--- config.mk ---
export PLATFORM = sky130hd
export DESIGN_NAME = prog_ctr
export DESIGN_NICKNAME = d
export VERILOG_FILES = /design/src/rtl/prog_ctr_pkg.sv /design/src/rtl/prog_ctr_next.sv /design/src/rtl/prog_ctr.sv
export SDC_FILE = /design/constraint.sdc
export NUM_CORES = 1
export LEC_CHECK = 0
export CAP_MARGIN = 20
export CORE_MARGIN = 2
export CORE_UTILIZATION = 42
export DETAILED_ROUTE_END_ITERATION = 7
export PLACE_DENSITY = 0.76
export SKIP_CTS_REPAIR_TIMING = 1
export SYNTH_ARGS = -nofsm -noshare
export SYNTH_HDL_FRONTEND = slang
export SYNTH_SLANG_ARGS = --single-unit
--- constraint.sdc ---
create_clock -name Clk -period 1.9 [get_ports Clk]
set_clock_uncertainty 0.05 [all_clocks]
set_input_delay 0.285 -clock Clk [delete_from_list [all_inputs] [get_ports Clk]]
set_output_delay 0.285 -clock Clk [all_outputs]
set_load 0.1 [all_outputs]
--- src/rtl/prog_ctr_pkg.sv ---
// Shared types and defaults for the program counter / fetch address generator.
package prog_ctr_pkg;

    localparam int unsigned DEF_PC_W  = 10;
    localparam int unsigned DEF_REL_W = 6;

    typedef logic [DEF_PC_W-1:0] pc_t;

    localparam pc_t DEF_START_ADDR = pc_t'(0);

    typedef logic [1:0] state_t;

    localparam logic [1:0] ST_IDLE  = 2'd0;
    localparam logic [1:0] ST_ARMED = 2'd1;
    localparam logic [1:0] ST_RUN   = 2'd2;

endpackage

--- src/rtl/prog_ctr_next.sv ---
// Combinational next-PC select: absolute branch, flag-gated relative branch, or increment.
module prog_ctr_next #(
    parameter int unsigned PC_W  = 10,
    parameter int unsigned REL_W = 6
) (
    input  logic [PC_W-1:0]  pc,
    input  logic             abs_en,
    input  logic             rel_en,
    input  logic             alu_flag,
    input  logic [REL_W-1:0] rel_target,
    input  logic [PC_W-1:0]  abs_target,
    output logic [PC_W-1:0]  next_pc_c
);

    logic [PC_W-1:0] rel_sext;

    // Offset is relative to the current PC; sums wrap modulo 2^PC_W.
    assign rel_sext = PC_W'($signed(rel_target));

    always_comb begin
        next_pc_c = pc + PC_W'(1);
        if (abs_en) begin
            next_pc_c = abs_target;
        end else if (rel_en && !alu_flag) begin
            next_pc_c = pc + rel_sext;
        end
    end

endmodule

--- src/rtl/prog_ctr.sv ---
// Program counter: idles after reset, holds the entry point while Start is high,
// then advances one instruction per cycle with absolute/relative branching.
module prog_ctr
    import prog_ctr_pkg::*;
#(
    parameter int unsigned         PC_W       = DEF_PC_W,
    parameter int unsigned         REL_W      = DEF_REL_W,
    parameter logic [PC_W-1:0]     START_ADDR = PC_W'(DEF_START_ADDR)
) (
    input  logic             Clk,
    input  logic             Reset,
    input  logic             Start,
    input  logic             BranchAbsEn,
    input  logic             BranchRelEn,
    input  logic             ALU_flag,
    input  logic [REL_W-1:0] RelTarget,
    input  logic [PC_W-1:0]  AbsTarget,
    output logic [PC_W-1:0]  ProgCtr
);

    state_t          state_q, state_d;
    logic [PC_W-1:0] pc_q, pc_d;
    logic [PC_W-1:0] run_next_c;

    prog_ctr_next #(
        .PC_W  (PC_W),
        .REL_W (REL_W)
    ) u_next (
        .pc         (pc_q),
        .abs_en     (BranchAbsEn),
        .rel_en     (BranchRelEn),
        .alu_flag   (ALU_flag),
        .rel_target (RelTarget),
        .abs_target (AbsTarget),
        .next_pc_c  (run_next_c)
    );

    // Branch inputs only reach the PC in RUN; other states load or hold.
    always_comb begin
        state_d = state_q;
        pc_d    = pc_q;
        case (state_q)
            ST_IDLE: begin
                if (Start) begin
                    pc_d    = START_ADDR;
                    state_d = ST_ARMED;
                end
            end
            ST_ARMED: begin
                pc_d = START_ADDR;
                if (!Start) begin
                    state_d = ST_RUN;
                end
            end
            ST_RUN: begin
                if (Start) begin
                    pc_d    = START_ADDR;
                    state_d = ST_ARMED;
                end else begin
                    pc_d = run_next_c;
                end
            end
            default: begin
                pc_d    = '0;
                state_d = ST_IDLE;
            end
        endcase
    end

    always_ff @(posedge Clk or negedge Reset) begin
        if (!Reset) begin
            state_q <= ST_IDLE;
            pc_q    <= '0;
        end else begin
            state_q <= state_d;
            pc_q    <= pc_d;
        end
    end

    assign ProgCtr = pc_q;

endmodule

Yosys cells after proc, flatten, opt, wreduce, memory -nomap -nowiden
Cells that the tools add are included.
{"block": "totals", "word_cells": 22, "output_inout_bits": 10, "regBits": 12}
{"block": "op_classes", "n_mux": 8, "add_sub_neg": 2, "eq_ne": 5, "n_reduce_logical": 5}
{"operator": "two-way mux 10 bit", "count": 4}
{"operator": "case mux 10 bit (2 select lines)", "count": 1}
{"operator": "adder 10 x 1 -> 10 bit, second input constant", "count": 1}
{"operator": "adder 10 bit", "count": 1}
{"operator": "two-way mux 2 bit", "count": 2}
{"operator": "inequality test 2 bit, second input constant", "count": 2}
{"operator": "case mux 2 bit (2 select lines)", "count": 1}
{"operator": "equality test 2 x 1 -> 1 bit, second input constant", "count": 1}
{"operator": "equality test 2 bit, second input constant", "count": 1}
{"operator": "logical NOT 2 bit", "count": 1}
{"operator": "inequality test 2 x 1 -> 1 bit, second input constant", "count": 1}
{"operator": "AND reduction 2 bit", "count": 1}
{"operator": "OR reduction 2 bit", "count": 1}
{"operator": "logical AND 1 bit", "count": 1}
{"operator": "logical NOT 1 bit", "count": 1}

Longest topological paths before layout
Gate-level depths: netlist of run 1.
{"block": "depth", "ltp_word": 6, "depth_mapped": 9, "mapped_depth_nobuf": 9}

By module
From an unflattened synthesis of run 1, not the netlist that was laid out.
{"block": "hier_totals", "cells_unflattened": 109, "hier_area_um2": 1003.5}
{"mod": "prog_ctr_next", "area_each_um2": 523.0, "seq_area_each_um2": 0.0, "cells_each": 71, "n_inst": 1}
{"mod": "prog_ctr", "area_each_um2": 480.5, "seq_area_each_um2": 300.3, "cells_each": 38, "n_inst": 1}

Least setup slack after synthesis of run 1
Ideal clock, no wire load.
{"block": "synth_path", "kind": "reg2reg", "startpoint": "register pc_q[0] (netlist: ProgCtr[0])", "endpoint": "register pc_q[6] (netlist: ProgCtr[6])", "path_buffers": 0, "path_slack_ps": -731, "path_stages_with_launch": 8, "arrival_time_ps": 2453, "period_less_slack_ps": 2631, "path_cell_list": "dfrtp_1 > ha_1 > fa_1 > a211oi_1 > o21bai_2 > or2b_1 > a211oi_1 > nor2_1"}
{"block": "synth_via", "elab_chain_cells": 5, "word_cells_on_any_way": 6, "cone_classes": "add/sub (2); mux (4)"}
{"item": "start, declared", "line_no": "prog_ctr.sv:22", "text": "logic [PC_W-1:0] pc_q, pc_d;"}
{"item": "start signal, assigned", "line_no": "prog_ctr.sv:76", "text": "pc_q <= pc_d;"}
{"item": "adder 10 x 1 -> 10 bit / adder 10 bit (equally long branches)", "line_no": "prog_ctr_next.sv:21, prog_ctr_next.sv:25"}
{"item": "two-way mux 10 bit *", "line_no": "prog_ctr_next.sv:24", "text": "end else if (rel_en && !alu_flag) begin"}
{"item": "two-way mux 10 bit *", "line_no": "prog_ctr_next.sv:22", "text": "if (abs_en) begin"}
{"item": "two-way mux 10 bit *", "line_no": "prog_ctr.sv:56", "text": "if (Start) begin"}
{"item": "case mux 10 bit (2 select lines) *", "line_no": "prog_ctr.sv:42", "text": "case (state_q)"}
Every way passes the cells marked *; elsewhere a longest branch is shown, timed or not.
A chain may end at the register's enable or synchronous reset.

Final worst setup path of run 1
Ends and elaborated chain as after synthesis.

==> impl_metrics.tcl, run 1 <==
set metrics [dict create \
    outcome "finished with violations" \
    violations "setup timing" \
    async_reset_ff_share_pct 100.0 \
    fmax_mhz 447.5 \
    finalWirelength_mm 3.585 \
    max-cap-violations 0 \
    grt_pass1_vias 1119 \
    synth_area_per_cell_um2 8.575 \
    synth_common_cells "nand2_1, dfrtp_1, o21ai_0" \
    root_buffer "clkbuf_4" \
    grt_usage_pct 23.41 \
    arrival_ns 2.35 \
    syn_inst 123 \
    vias 1200 \
    mappedNetlistArea_mm2 0.001055 \
    end_kind "register" \
    htree_num_levels 1 \
    placed_cells 194 \
    critPathLaunchType "register" \
    numPortBuffers 31 \
    grt_pass1_wl_mm 4.899 \
    cp.required_ns 2.02 \
    timing.final.max_slew_violations 0 \
    drc 0 \
    setup_violations 5 \
    finalHoldViolations 0 \
    synth_largest_area_cell "dfrtp_1" \
    min_path_type "input port to async pin" \
    overflow 0 \
    netlist.area_leader.share_pct 28.47 \
    diodes 0 \
    synth_top_cells_by_area "dfrtp_1, ha_1, o21ai_0" \
    synth_seq_area_share_pct 28.47 \
    drtIter0Drc 45 \
    cp_max_fo 5 \
    die_x_um 54.12 \
    core_area_mm2 0.002432 \
    clkTransAtPathRegs_ns 0.08 \
    drt_pass1_iterations 4 \
    finalWorstSetupSlack_ns -0.3347 \
    placed_area_mm2 0.001617 \
    fin_cells 200 \
    clk_latency_ns 0.28 \
    cpMostUsedCell "a211oi_2" \
    irDropWorstVdd_mv 0.3622 \
    layout-drive-gt1-share_pct 35.88 \
    path_class "register to register" \
    critPathMaxStageDelay_ns 0.50 \
    tritoncts "built" \
    die_h_um 54.12 \
    cts.sinks 12 \
    tns_ns -0.8123 \
    initial_utilization_pct 43.36 \
    synthToLayoutAreaGrowth_pct 68.57 \
    viasPerCell 6.000 \
    final_area_mm2 0.001778 \
    final_core_util_pct 73.10 \
    yosys_warnings 0 \
    cts_buffers 3 \
    final_antenna_net_count 0 \
    total_power_mw 0.7844 \
    clockBufferDepth 2 \
    rsz0062_at_grt "yes" \
    synthDistinctLibCells 45 \
    row_count 18 \
    grt_antenna_before_repair 0 \
    die_area_mm2 0.002928 \
    p_per_area_mw_per_mm2 441.2 \
    wl_per_cell_um 17.93 \
    gp_congestion 0.8595 \
    grt_max_degree 17 \
    pin_count 32 \
    path_cells "ha_4 > fa_2 > a211oi_2 > o21bai_2 > or2b_1 > a211oi_2 > nor2_1" \
    synth.most_common_cell "nand2_1" \
    synth_edf_count 0 \
    synth_fp_nets 151 \
    dp_hpwl_mm 2.408 \
    worst_pin_slew_ns 0.5990 \
    fin_crit_sh_pct 117.6 \
    cp_slowest_cell "dfrtp_4" \
    nets 199 \
    ys.flop_type "dfrtp_1" \
    max_slew_margin_pct 59.94 \
    p_leak_nw 0.7754 \
    period_minus_slack_ns 2.235 \
    ys_seq_elements 12 \
]
worst max-delay path, delay by kind of cell, from the launching register on:
family          cells  cell delay (ns)
flops               1             0.50
fa+ha+maj           2             0.54
compound gates      3             0.70
simple gates        2             0.33
where the power goes:
| part | internal, mW | total, mW | switching [mW] |
|---|---|---|---|
| registers | 0.268 | 0.290 | 0.0214 |
| clock network | 0.117 | 0.215 | 0.0982 |
| logic | 0.134 | 0.280 | 0.145 |
| total | 0.519 | 0.784 | 0.265 |
final cells by class:
type	count	area [um2]
inverter	2	7.507
clock buffer	4	36.28
timing repair buffer	47	525.5
sequential	12	316.6
multi-input combinational	105	854.6
fill	186	654.4
tap	30	37.54
kinds of logic after synthesis:
family / after synthesis / synth area share [%]
AO/OA/AOI/OAI: 40 / 26.81
AND/OR/NAND/NOR: 48 / 24.79
multiplexers: 4 / 3.796
buffers and inverters: 6 / 2.491
XOR/XNOR: 7 / 5.813
adder cells (fa/ha/maj): 6 / 7.829
flip-flops: 12 / 28.47
flip-flops by register name, summed over array words and instances (netlist names):
name,cells
ProgCtr,10
state_q,2
worst paths after layout:
path	startpoint	endpoint	slack, ns	cells past startpoint
worst max-delay path	ProgCtr[0]$_DFFE_PN0P_	ProgCtr[6]$_DFFE_PN0P_	-0.33	7
max in group asynchronous	Reset	ProgCtr[2]$_DFFE_PN0P_	1.03	1
worst min register to register	ProgCtr[3]$_DFFE_PN0P_	ProgCtr[3]$_DFFE_PN0P_	0.53	1
min in group Clk	RelTarget[0]	ProgCtr[0]$_DFFE_PN0P_	0.52	5
worst min-delay path	Reset	ProgCtr[5]$_DFFE_PN0P_	0.32	1
worst max register to register	ProgCtr[0]$_DFFE_PN0P_	ProgCtr[6]$_DFFE_PN0P_	-0.33	7
per-stage QoR:
| step | hold slack (ns) | setup WS (ns) |
|---|---|---|
| final | 0.3242 | -0.3347 |
| after floorplan | -0.06059 | -0.2460 |
| after detailed placement | 0.4808 | -0.9882 |
| after global routing | 0.3675 | -0.4235 |
| after CTS | 0.3480 | -0.6834 |
| after global placement | 0.4792 | -0.8042 |
layout by cell type (no fill, tap or decap), drive strengths merged, types with 3 or more instances in the layout:
cell	n
nor2	9
buf	26
o21ai	13
and2	6
ha	5
xnor2	5
a211oi	3
dfrtp	12
nand2b	3
nor3	4
nand3	3
dlymetal6s2s	3
clkbuf	4
nand2	13
mux2i	4
clkdlybuf4s50	18
a21oi	5
layer usage:
metal / up-vias / global-route usage [%] / part of all wire, % / wire length (um)
li1: 548 / - / - / -
met1: 576 / 29.18 / 40 / 1451
met2: 61 / 39.23 / 49 / 1769
met3: 15 / 3.889 / 7.2 / 258
met4: 0 / 10.83 / 3.0 / 106
met5: - / 0 / 0 / 0
Note: power is estimated with default switching activity, not from simulation.
==> run 2, diff against run 1 <==
- CORE_MARGIN: 2 -> unset
- PLACE_DENSITY: 0.76 -> 0.82
==> impl_metrics.tcl, run 2 (synthesis gave the netlist of run 1 again) <==
set metrics [dict create \
    final_common_cell "buf_4" \
    final_antenna_net_count 0 \
    worst_pin_slew_ns 0.6165 \
    outcome "finished with violations" \
    max-cap-violations 0 \
    largest_register_ffs 10 \
    clkTransAtPathRegs_ns 0.09 \
    p_seq_share_pct 37.0 \
    min_path_type "input port to async pin" \
    root_buffer "clkbuf_4" \
    die_h_um 52.12 \
    cp_max_fo 5 \
    p_int_mw 0.5185 \
    path_class "register to register" \
    finalHoldViolations 0 \
    initial_utilization_pct 45.92 \
    tritoncts "built" \
    rsz0062_at_grt "yes" \
    swShare_pct 33.76 \
    clockBufferDepth 2 \
    viasPerCell 6.060 \
    clk_latency_ns 0.28 \
    grt_pass1_vias 1103 \
    placed_cells 195 \
    dp_hpwl_mm 2.305 \
    vias 1212 \
    drt_pass1_iterations 4 \
    row_count 17 \
    gp_congestion 0.8329 \
    layout-drive-gt1-share_pct 36.63 \
    total_power_mw 0.7828 \
    cts_buffers 3 \
    p_leak_nw 0.7932 \
    timing.final.max_slew_violations 0 \
    fin_crit_sh_pct 119.6 \
    nets 201 \
    violations "setup timing" \
    irDropWorstVdd_mv 0.4848 \
    finalWirelength_mm 3.517 \
    diodes 0 \
    cts.sinks 12 \
    power.switching_mw 0.2643 \
    synthToLayoutAreaGrowth_pct 68.80 \
    setup_violations 5 \
    grt_pass1_wl_mm 4.802 \
    htree_num_levels 1 \
    pwr-share-clk_pct 27.5 \
    grt_antenna_before_repair 0 \
    fin_cells 200 \
    finalWorstSetupSlack_ns -0.3720 \
    max_slew_margin_pct 58.77 \
    grt_max_degree 17 \
    grt_usage_pct 24.43 \
    period_minus_slack_ns 2.272 \
    die_area_mm2 0.002716 \
    die_x_um 52.12 \
    critPathLaunchType "register" \
    end_kind "register" \
    cp.required_ns 2.02 \
    numPortBuffers 31 \
    arrival_ns 2.39 \
    drtIter0Drc 41 \
    overflow 0 \
    wl_per_cell_um 17.59 \
    pin_count 32 \
    power_frac_comb_pct 35.4 \
    core_area_mm2 0.002297 \
    fmax_mhz 440.1 \
    p_per_area_mw_per_mm2 439.7 \
    final_cell_mix "buf_4, clkdlybuf4s50_1, nand2_1" \
    drc 0 \
]
run 2: power groups by stage:
stage	logic [mW]	registers, mW	clock network (mW)
detailed placement	0.256	0.294	0
global route	0.293	0.292	0.220
CTS	0.258	0.289	0.214
floorplan	0.0907	0.334	0
finish	0.277	0.290	0.215
global placement	0.251	0.293	0
run 2: routing by layer:
metal / vias up / global-route usage, % / part of all wire [%]
li1: 554 / - / -
met1: 563 / 27.91 / 40
met2: 79 / 44.87 / 49
met3: 16 / 2.924 / 8.4
met4: 0 / 10.36 / 3.2
met5: - / 0 / 0
run 2: path summary, 6_finish.rpt:
check	startpoint	endpoint	slack (ns)	depth (start not counted)
max	ProgCtr[0]$_DFFE_PN0P_	ProgCtr[6]$_DFFE_PN0P_	-0.37	7
min	Reset	ProgCtr[5]$_DFFE_PN0P_	0.33	1
min reg2reg	ProgCtr[3]$_DFFE_PN0P_	ProgCtr[3]$_DFFE_PN0P_	0.53	1
max reg2reg	ProgCtr[0]$_DFFE_PN0P_	ProgCtr[6]$_DFFE_PN0P_	-0.37	7
max in group asynchronous	Reset	ProgCtr[2]$_DFFE_PN0P_	1.01	1
min in group Clk	RelTarget[0]	ProgCtr[0]$_DFFE_PN0P_	0.51	5
run 2: critical path, cell delays in order, from the launching register on:
cell	delay, ns
dfrtp_4	0.50
ha_4	0.18
fa_2	0.42
a211oi_2	0.30
o21bai_2	0.18
o21ba_1	0.23
o41ai_2	0.22
nor2_1	0.08
run 2: layout make-up:
cell class	count	area, um2
sequential	12	316.6
multi-input combinational	105	844.6
timing repair buffer	49	540.5
tap	28	35.03
fill	150	516.7
inverter	2	7.507
clock buffer	4	36.28
run 2: metrics by stage:
| step | cell area (um2) | setup TNS (ns) | util [%] | hold slack (ns) | setup WS, ns |
|---|---|---|---|---|---|
| floorplan | 1095 | -0.7707 | - | -0.06059 | -0.2460 |
| global placement | 1637 | -5.777 | 71.24 | 0.4823 | -0.8169 |
| detailed placement | 1637 | -6.324 | 71.24 | 0.4927 | -0.9591 |
| CTS | 1673 | -3.793 | 72.82 | 0.3419 | -0.6625 |
| global route | 1780 | -1.208 | 77.51 | 0.3903 | -0.4010 |
| finish | 1780 | -0.8930 | 77.51 | 0.3317 | -0.3720 |
